--- src/rtl/branch_pkg.sv ---
// Shared definitions for the branch resolution stage: B-type condition codes
// and the legality check used by the comparator.
package branch_pkg;

  localparam logic [2:0] BR_EQ  = 3'b000;
  localparam logic [2:0] BR_NE  = 3'b001;
  localparam logic [2:0] BR_LT  = 3'b100;
  localparam logic [2:0] BR_GE  = 3'b101;
  localparam logic [2:0] BR_LTU = 3'b110;
  localparam logic [2:0] BR_GEU = 3'b111;

  // 010 and 011 are the only encodings with no B-type meaning.
  function automatic logic is_legal_branch(input logic [2:0] func3);
    return !((func3 == 3'b010) || (func3 == 3'b011));
  endfunction

endpackage

--- src/rtl/branch_resolve_unit_if.sv ---
// Handshake bundle between issue, the branch resolution stage and fetch
// redirect; master drives branches in and consumes results.
interface branch_resolve_unit_if #(
  parameter int XLEN  = 32,
  parameter int CNT_W = 16
);

  logic             in_valid;
  logic             in_ready;
  logic [XLEN-1:0]  rs1;
  logic [XLEN-1:0]  rs2;
  logic [2:0]       func3;
  logic [XLEN-1:0]  pc;
  logic [XLEN-1:0]  imm;
  logic             pred_taken;
  logic             flush;
  logic             out_valid;
  logic             out_ready;
  logic             out_taken;
  logic [XLEN-1:0]  out_redirect_pc;
  logic             out_mispredict;
  logic             out_illegal;
  logic             out_misaligned;
  logic [CNT_W-1:0] taken_count;
  logic [CNT_W-1:0] mispredict_count;

  modport master (
    output in_valid, rs1, rs2, func3, pc, imm, pred_taken, flush, out_ready,
    input  in_ready, out_valid, out_taken, out_redirect_pc, out_mispredict,
           out_illegal, out_misaligned, taken_count, mispredict_count
  );

  modport slave (
    input  in_valid, rs1, rs2, func3, pc, imm, pred_taken, flush, out_ready,
    output in_ready, out_valid, out_taken, out_redirect_pc, out_mispredict,
           out_illegal, out_misaligned, taken_count, mispredict_count
  );

endinterface

--- src/rtl/branch_cmp.sv ---
// Combinational B-type condition evaluator; illegal encodings never report
// a true condition.
module branch_cmp
  import branch_pkg::*;
#(
  parameter int XLEN = 32
) (
  input  logic [XLEN-1:0] rs1,
  input  logic [XLEN-1:0] rs2,
  input  logic [2:0]      func3,
  output logic            cond,
  output logic            illegal
);

  always_comb begin
    cond    = 1'b0;
    illegal = !is_legal_branch(func3);
    case (func3)
      BR_EQ:   cond = (rs1 == rs2);
      BR_NE:   cond = (rs1 != rs2);
      BR_LT:   cond = ($signed(rs1) <  $signed(rs2));
      BR_GE:   cond = ($signed(rs1) >= $signed(rs2));
      BR_LTU:  cond = (rs1 <  rs2);
      BR_GEU:  cond = (rs1 >= rs2);
      default: cond = 1'b0;
    endcase
  end

endmodule

--- src/rtl/branch_resolve_unit.sv ---
// Registered branch resolution stage: one-entry result register, redirect
// address selection, misprediction detection and saturating retire counters.
module branch_resolve_unit
  import branch_pkg::*;
#(
  parameter int XLEN       = 32,
  parameter int CNT_W      = 16,
  parameter int INSN_BYTES = 4
) (
  input  logic                 clk,
  input  logic                 rst_n,
  branch_resolve_unit_if.slave bus
);

  logic             w_cond;
  logic             w_illegal;
  logic             w_taken;
  logic             w_in_fire;
  logic             w_out_fire;
  logic [XLEN-1:0]  w_target;
  logic [XLEN-1:0]  w_fallthru;
  logic [XLEN-1:0]  w_redirect;
  logic             w_mispredict;
  logic             w_misaligned;

  logic             r_valid;
  logic             r_taken;
  logic [XLEN-1:0]  r_redirect;
  logic             r_mispredict;
  logic             r_illegal;
  logic             r_misaligned;
  logic [CNT_W-1:0] r_taken_cnt;
  logic [CNT_W-1:0] r_misp_cnt;

  function automatic logic [CNT_W-1:0] sat_inc(input logic [CNT_W-1:0] cnt,
                                                input logic             inc);
    if (inc && (cnt != {CNT_W{1'b1}})) begin
      return cnt + CNT_W'(1);
    end
    return cnt;
  endfunction

  branch_cmp #(
    .XLEN(XLEN)
  ) u_cmp (
    .rs1    (bus.rs1),
    .rs2    (bus.rs2),
    .func3  (bus.func3),
    .cond   (w_cond),
    .illegal(w_illegal)
  );

  assign w_taken      = w_cond && !w_illegal;
  assign w_target     = bus.pc + bus.imm;
  assign w_fallthru   = bus.pc + XLEN'(INSN_BYTES);
  assign w_redirect   = w_taken ? w_target : w_fallthru;
  assign w_mispredict = !w_illegal && (w_taken != bus.pred_taken);
  assign w_misaligned = w_taken && (w_target[1:0] != 2'b00);

  assign bus.in_ready = !r_valid || bus.out_ready;
  assign w_in_fire    = bus.in_valid && bus.in_ready && !bus.flush;
  assign w_out_fire   = r_valid && bus.out_ready && !bus.flush;

  // Flush wins over both a retiring result and a same-cycle new branch.
  always_ff @(posedge clk or negedge rst_n) begin
    if (!rst_n) begin
      r_valid      <= 1'b0;
      r_taken      <= 1'b0;
      r_redirect   <= '0;
      r_mispredict <= 1'b0;
      r_illegal    <= 1'b0;
      r_misaligned <= 1'b0;
    end else if (bus.flush) begin
      r_valid <= 1'b0;
    end else if (w_in_fire) begin
      r_valid      <= 1'b1;
      r_taken      <= w_taken;
      r_redirect   <= w_redirect;
      r_mispredict <= w_mispredict;
      r_illegal    <= w_illegal;
      r_misaligned <= w_misaligned;
    end else if (w_out_fire) begin
      r_valid <= 1'b0;
    end
  end

  // Counters look only at the result leaving the register, never the new one.
  always_ff @(posedge clk or negedge rst_n) begin
    if (!rst_n) begin
      r_taken_cnt <= '0;
      r_misp_cnt  <= '0;
    end else if (w_out_fire) begin
      r_taken_cnt <= sat_inc(r_taken_cnt, r_taken);
      r_misp_cnt  <= sat_inc(r_misp_cnt, r_mispredict);
    end
  end

  assign bus.out_valid        = r_valid;
  assign bus.out_taken        = r_taken;
  assign bus.out_redirect_pc  = r_redirect;
  assign bus.out_mispredict   = r_mispredict;
  assign bus.out_illegal      = r_illegal;
  assign bus.out_misaligned   = r_misaligned;
  assign bus.taken_count      = r_taken_cnt;
  assign bus.mispredict_count = r_misp_cnt;

endmodule

--- src/flat_wrapper.sv ---
// flat-port wrapper written by rule: the top's interface ports become plain ports
module branch_resolve_unit_flat import branch_pkg::*;
#(
  parameter int XLEN       = 32,
  parameter int CNT_W      = 16,
  parameter int INSN_BYTES = 4
)
  (clk, rst_n, bus_in_valid, bus_rs1, bus_rs2, bus_func3, bus_pc, bus_imm, bus_pred_taken, bus_flush, bus_out_ready, bus_in_ready, bus_out_valid, bus_out_taken, bus_out_redirect_pc, bus_out_mispredict, bus_out_illegal, bus_out_misaligned, bus_taken_count, bus_mispredict_count);
  branch_resolve_unit_if #(.XLEN(XLEN), .CNT_W(CNT_W)) bus_i ();
  input  logic clk;
  input  logic rst_n;
  input wire logic [$bits(bus_i.in_valid)-1:0] bus_in_valid;
  input wire logic [$bits(bus_i.rs1)-1:0] bus_rs1;
  input wire logic [$bits(bus_i.rs2)-1:0] bus_rs2;
  input wire logic [$bits(bus_i.func3)-1:0] bus_func3;
  input wire logic [$bits(bus_i.pc)-1:0] bus_pc;
  input wire logic [$bits(bus_i.imm)-1:0] bus_imm;
  input wire logic [$bits(bus_i.pred_taken)-1:0] bus_pred_taken;
  input wire logic [$bits(bus_i.flush)-1:0] bus_flush;
  input wire logic [$bits(bus_i.out_ready)-1:0] bus_out_ready;
  output wire logic [$bits(bus_i.in_ready)-1:0] bus_in_ready;
  output wire logic [$bits(bus_i.out_valid)-1:0] bus_out_valid;
  output wire logic [$bits(bus_i.out_taken)-1:0] bus_out_taken;
  output wire logic [$bits(bus_i.out_redirect_pc)-1:0] bus_out_redirect_pc;
  output wire logic [$bits(bus_i.out_mispredict)-1:0] bus_out_mispredict;
  output wire logic [$bits(bus_i.out_illegal)-1:0] bus_out_illegal;
  output wire logic [$bits(bus_i.out_misaligned)-1:0] bus_out_misaligned;
  output wire logic [$bits(bus_i.taken_count)-1:0] bus_taken_count;
  output wire logic [$bits(bus_i.mispredict_count)-1:0] bus_mispredict_count;
  assign bus_i.in_valid = bus_in_valid;
  assign bus_i.rs1 = bus_rs1;
  assign bus_i.rs2 = bus_rs2;
  assign bus_i.func3 = bus_func3;
  assign bus_i.pc = bus_pc;
  assign bus_i.imm = bus_imm;
  assign bus_i.pred_taken = bus_pred_taken;
  assign bus_i.flush = bus_flush;
  assign bus_i.out_ready = bus_out_ready;
  assign bus_in_ready = bus_i.in_ready;
  assign bus_out_valid = bus_i.out_valid;
  assign bus_out_taken = bus_i.out_taken;
  assign bus_out_redirect_pc = bus_i.out_redirect_pc;
  assign bus_out_mispredict = bus_i.out_mispredict;
  assign bus_out_illegal = bus_i.out_illegal;
  assign bus_out_misaligned = bus_i.out_misaligned;
  assign bus_taken_count = bus_i.taken_count;
  assign bus_mispredict_count = bus_i.mispredict_count;
  branch_resolve_unit #(.XLEN(XLEN), .CNT_W(CNT_W), .INSN_BYTES(INSN_BYTES)) u_core (.clk(clk), .rst_n(rst_n), .bus(bus_i));
endmodule
--- config.mk ---
export PLATFORM = sky130hd
export DESIGN_NAME = branch_resolve_unit_flat
export DESIGN_NICKNAME = d
export VERILOG_FILES = /design/src/rtl/branch_pkg.sv /design/src/rtl/branch_resolve_unit_if.sv /design/src/rtl/branch_cmp.sv /design/src/rtl/branch_resolve_unit.sv /design/src/flat_wrapper.sv
export SDC_FILE = /design/constraint.sdc
export NUM_CORES = 1
export LEC_CHECK = 0
export BUFFER_PORTS_ARGS = -buffer_cell sky130_fd_sc_hd__buf_2
export CAP_MARGIN = 15
export CORE_MARGIN = 2
export CORE_UTILIZATION = 51
export DETAILED_ROUTE_END_ITERATION = 7
export GPL_ROUTABILITY_DRIVEN = 0
export GPL_TIMING_DRIVEN = 0
export PLACE_DENSITY = 0.78
export SLEW_MARGIN = 20
export SYNTH_ARGS = -nofsm -noshare
export SYNTH_HDL_FRONTEND = slang
export SYNTH_SLANG_ARGS = --single-unit
export TNS_END_PERCENT = 100
--- constraint.sdc ---
create_clock -name clk -period 2.5 [get_ports clk]
set_clock_uncertainty 0.1 [all_clocks]
set_input_delay 0.25 -clock clk [delete_from_list [all_inputs] [get_ports clk]]
set_output_delay 0.25 -clock clk [all_outputs]
set_load 0.005 [all_outputs]
==> impl_metrics.py <==
metrics = {
    "run_status": {
        "outcome": "complete, but fails checks",
        "failed_checks": "negative setup slack",
    },
    "synth": {
        "netlist_area_mm2": 0.00598,
        "yosys.area.top_type": "dfrtp_1",
        "avgSynthCellArea_um2": 8.26,
        "synth_seq_cells": 69,
        "netlist.area_leader.share_pct": 28.9,
        "yosysWarnings": 0,
        "seq_area_frac_synth_pct": 28.9,
        "synth_ff_type": "dfrtp_1",
        "synthCells": 724,
        "synthTopCellsByArea": "dfrtp_1 29%, ha_1 14%, xnor2_1 8.9%",
        "synthesis.nets": 928,
        "synth_edf_count": 0,
        "synth-async-reset-ratio_pct": 100,
        "ys_types": 60,
    },
    "global_routing": {
        "grt_pass1_wl_mm": 30.1,
        "grt.met2_usage_pct": 50.7,
        "first_global_vias": 6296,
        "grt_usage_pct": 29.4,
        "use_met3_pct": 5.02,
        "antenna_found_initial": 0,
        "grt_use_met1_pct": 37.1,
        "grt_max_degree": 38,
        "grt-ovfl-total": 0,
        "top_usage_layer": "met2",
    },
    "timing": {
        "fin_ws_ps": -587,
        "post-route-period-util_pct": 123,
        "setup_viol": 34,
        "slew_headroom_pct": 58.5,
        "slew_violations": 0,
        "clock.fmax_mhz": 324,
        "hold_violations": 0,
        "setup-tns-final_ps": -8420,
        "rsz0062_at_grt": "yes",
        "worst_pin_slew_ps": 618,
        "finalCriticalPeriod_ps": 3090,
    },
    "floorplanning": {
        "die_area_mm2": 0.0126,
        "start_util_pct": 52.4,
        "num_rows": 39,
        "core_mm2": 0.0114,
        "die_h_um": 112,
        "ioPinCount": 207,
        "die_x_um": 112,
    },
    "placed_design": {
        "io_buffers": 205,
        "hpwl_mm": 13.4,
        "dpl-instance-area_mm2": 0.00756,
    },
    "finish": {
        "utilization_pct": 77.9,
        "diodes": 0,
        "final_common_cell": "buf_2",
        "area_delta_synth_final_pct": 48.6,
        "final_cell_mix": "184 x buf_2, 86 x nand2_1, 69 x dfrtp_1",
        "final_area_mm2": 0.00889,
        "fillerInstances": 810,
        "drive_gt1_share_pct": 39.4,
        "fin_nets": 1177,
    },
    "route": {
        "firstDrtPassIters": 5,
        "post-route-drc-count": 0,
        "drt_iter0_markers": 432,
        "wire_per_inst_um": 17.4,
        "wirelength_mm": 19.5,
        "via_per_inst": 5.75,
        "antenna_left": 0,
        "vias": 6448,
    },
    "setup_path": {
        "start_kind": "input port",
        "crit_type": "in2reg",
        "arrival_ps": 3210,
        "path_cells": "buf_8, ha_4, fa_2, a211oi_4, o21bai_2, o211ai_2, a211oi_2, o41ai_2, buf_4, o22ai_2, a221o_1, a31oi_4, xnor2_1, a221o_1",
        "path_delay_family": "compound AO/OA/AOI/OAI gates",
        "cp_max_fo": 3,
        "cp_common_cell": "a221o_1",
        "crit_required_ps": 2620,
        "worst-path-buf-inv": 2,
        "cpPeakStageDelay_ps": 370,
        "end_kind": "flop",
        "slowest_stage": "fa_2",
    },
    "power_and_ir_drop": {
        "p_total_mw": 4.61,
        "irDropWorstVdd_mv": 0.568,
        "p_per_area_mw_per_mm2": 518,
        "p_leak_nw": 4.25,
    },
    "clock_tree": {
        "cts-root-buf": "clkbuf_16",
        "cts_buffers": 9,
        "htree_levels": 3,
        "clkTransAtPathRegs_ps": 60,
        "cts_tree": "yes",
        "clock_path_buffers": 2,
        "clk_latency_ps": 340,
        "clock-sinks": 69,
    },
    "job": {
        "drv_cap": 0,
    },
    "hold_path": {
        "hold_path_class": "in2reg",
    },
}
[cell usage after synthesis, types with 3 or more instances]
cell type  number
buf_2           4
o211ai_1        5
o21bai_1        3
inv_1          45
nand2_1        95
o21a_1          9
a211oi_1        6
nor4_1          4
or2_2           3
nand2b_1        3
clkbuf_1       10
ha_1           66
a31oi_1         6
o21ai_1         3
xnor2_1        61
nor3_1         10
mux2i_1         6
and3_1         12
a211o_1         5
nand4_1        19
and4_1          3
nor2_1         46
dfrtp_1        69
xor2_1         24
nand3_1        36
and2_1          3
a21o_1         14
a21oi_1        51
nor3b_1         3
o21ai_0        55
o31a_1          3
nor2b_1         6
[layer usage]
metal  up-vias  wire, um
met5         -         0
met4         0       593
met3        57      1230
met2       295      9770
met1      3010      7870
li1       3086         -
[sequential cells by signal (all words and copies together), names as in the netlist]
register,cells
u_core.bus.out_redirect_pc,32
u_core.bus.mispredict_count,16
u_core.bus.taken_count,16
u_core.bus.out_illegal,1
u_core.bus.out_misaligned,1
u_core.bus.out_mispredict,1
u_core.bus.out_taken,1
u_core.bus.out_valid,1
[cells by family after synthesis]
family / after synthesis / share of synthesized area, %
AND/OR/NAND/NOR: 254 / 20.3
buffers and inverters: 61 / 4.04
XOR/XNOR: 85 / 12.4
multiplexers: 8 / 1.38
adder cells (fa/ha/maj): 67 / 14.1
flip-flops: 69 / 28.9
AO/OA/AOI/OAI: 180 / 18.9
[timing repair]
action                     4_1_cts  5_1_grt
cloned                           5        0
hold buffers                     1        0
buffers inserted                25        6
resized for setup              101       54
pin swaps                       30       21
setup endpoints to repair       37       45
hold endpoints to repair        32        0
[through the flow]
stage | setup slack (ps) | cells | hold slack [ps]
after global routing | -655 | 1121 | 17.3
after detailed placement | -914 | 1074 | 122
after global placement | -898 | 1072 | 347
after floorplan | -441 | 724 | -146
final | -587 | 1121 | 10.8
after CTS | -370 | 1121 | 5.03
[power by group]
group	switching [mW]	internal (mW)	total [mW]
clock network	0.563	0.799	1.36
logic	0.941	0.898	1.84
registers	0.130	1.27	1.40
[layout make-up]
cell class / instances / area (um^2) / share of cell area (%)
sequential: 69 / 1730 / 19.4
clock buffer: 9 / 225 / 2.53
tap: 143 / 179 / 2.01
clock inverter: 7 / 88.8 / 0.999
inverter: 45 / 191 / 2.15
buffer: 16 / 170 / 1.91
multi-input combinational: 594 / 4770 / 53.6
timing repair buffer: 238 / 1550 / 17.4
[final timing paths]
check                                               start                             end  slack [ps]  depth (start not counted)
max                                            bus_imm[0]  u_core.bus.out_redirect_pc[28]        -590                         14
max reg2reg                u_core.bus.mispredict_count[7]  u_core.bus.mispredict_count[8]         160                          8
max in group asynchronous                           rst_n  u_core.bus.out_redirect_pc[23]        1440                          3
min reg2reg                        u_core.bus.out_illegal          u_core.bus.out_illegal         380                          2
min                                             bus_flush            u_core.bus.out_valid          10                          2
min in group asynchronous                           rst_n       u_core.bus.taken_count[5]         300                          2
Power figures use the tool's default switching activity.
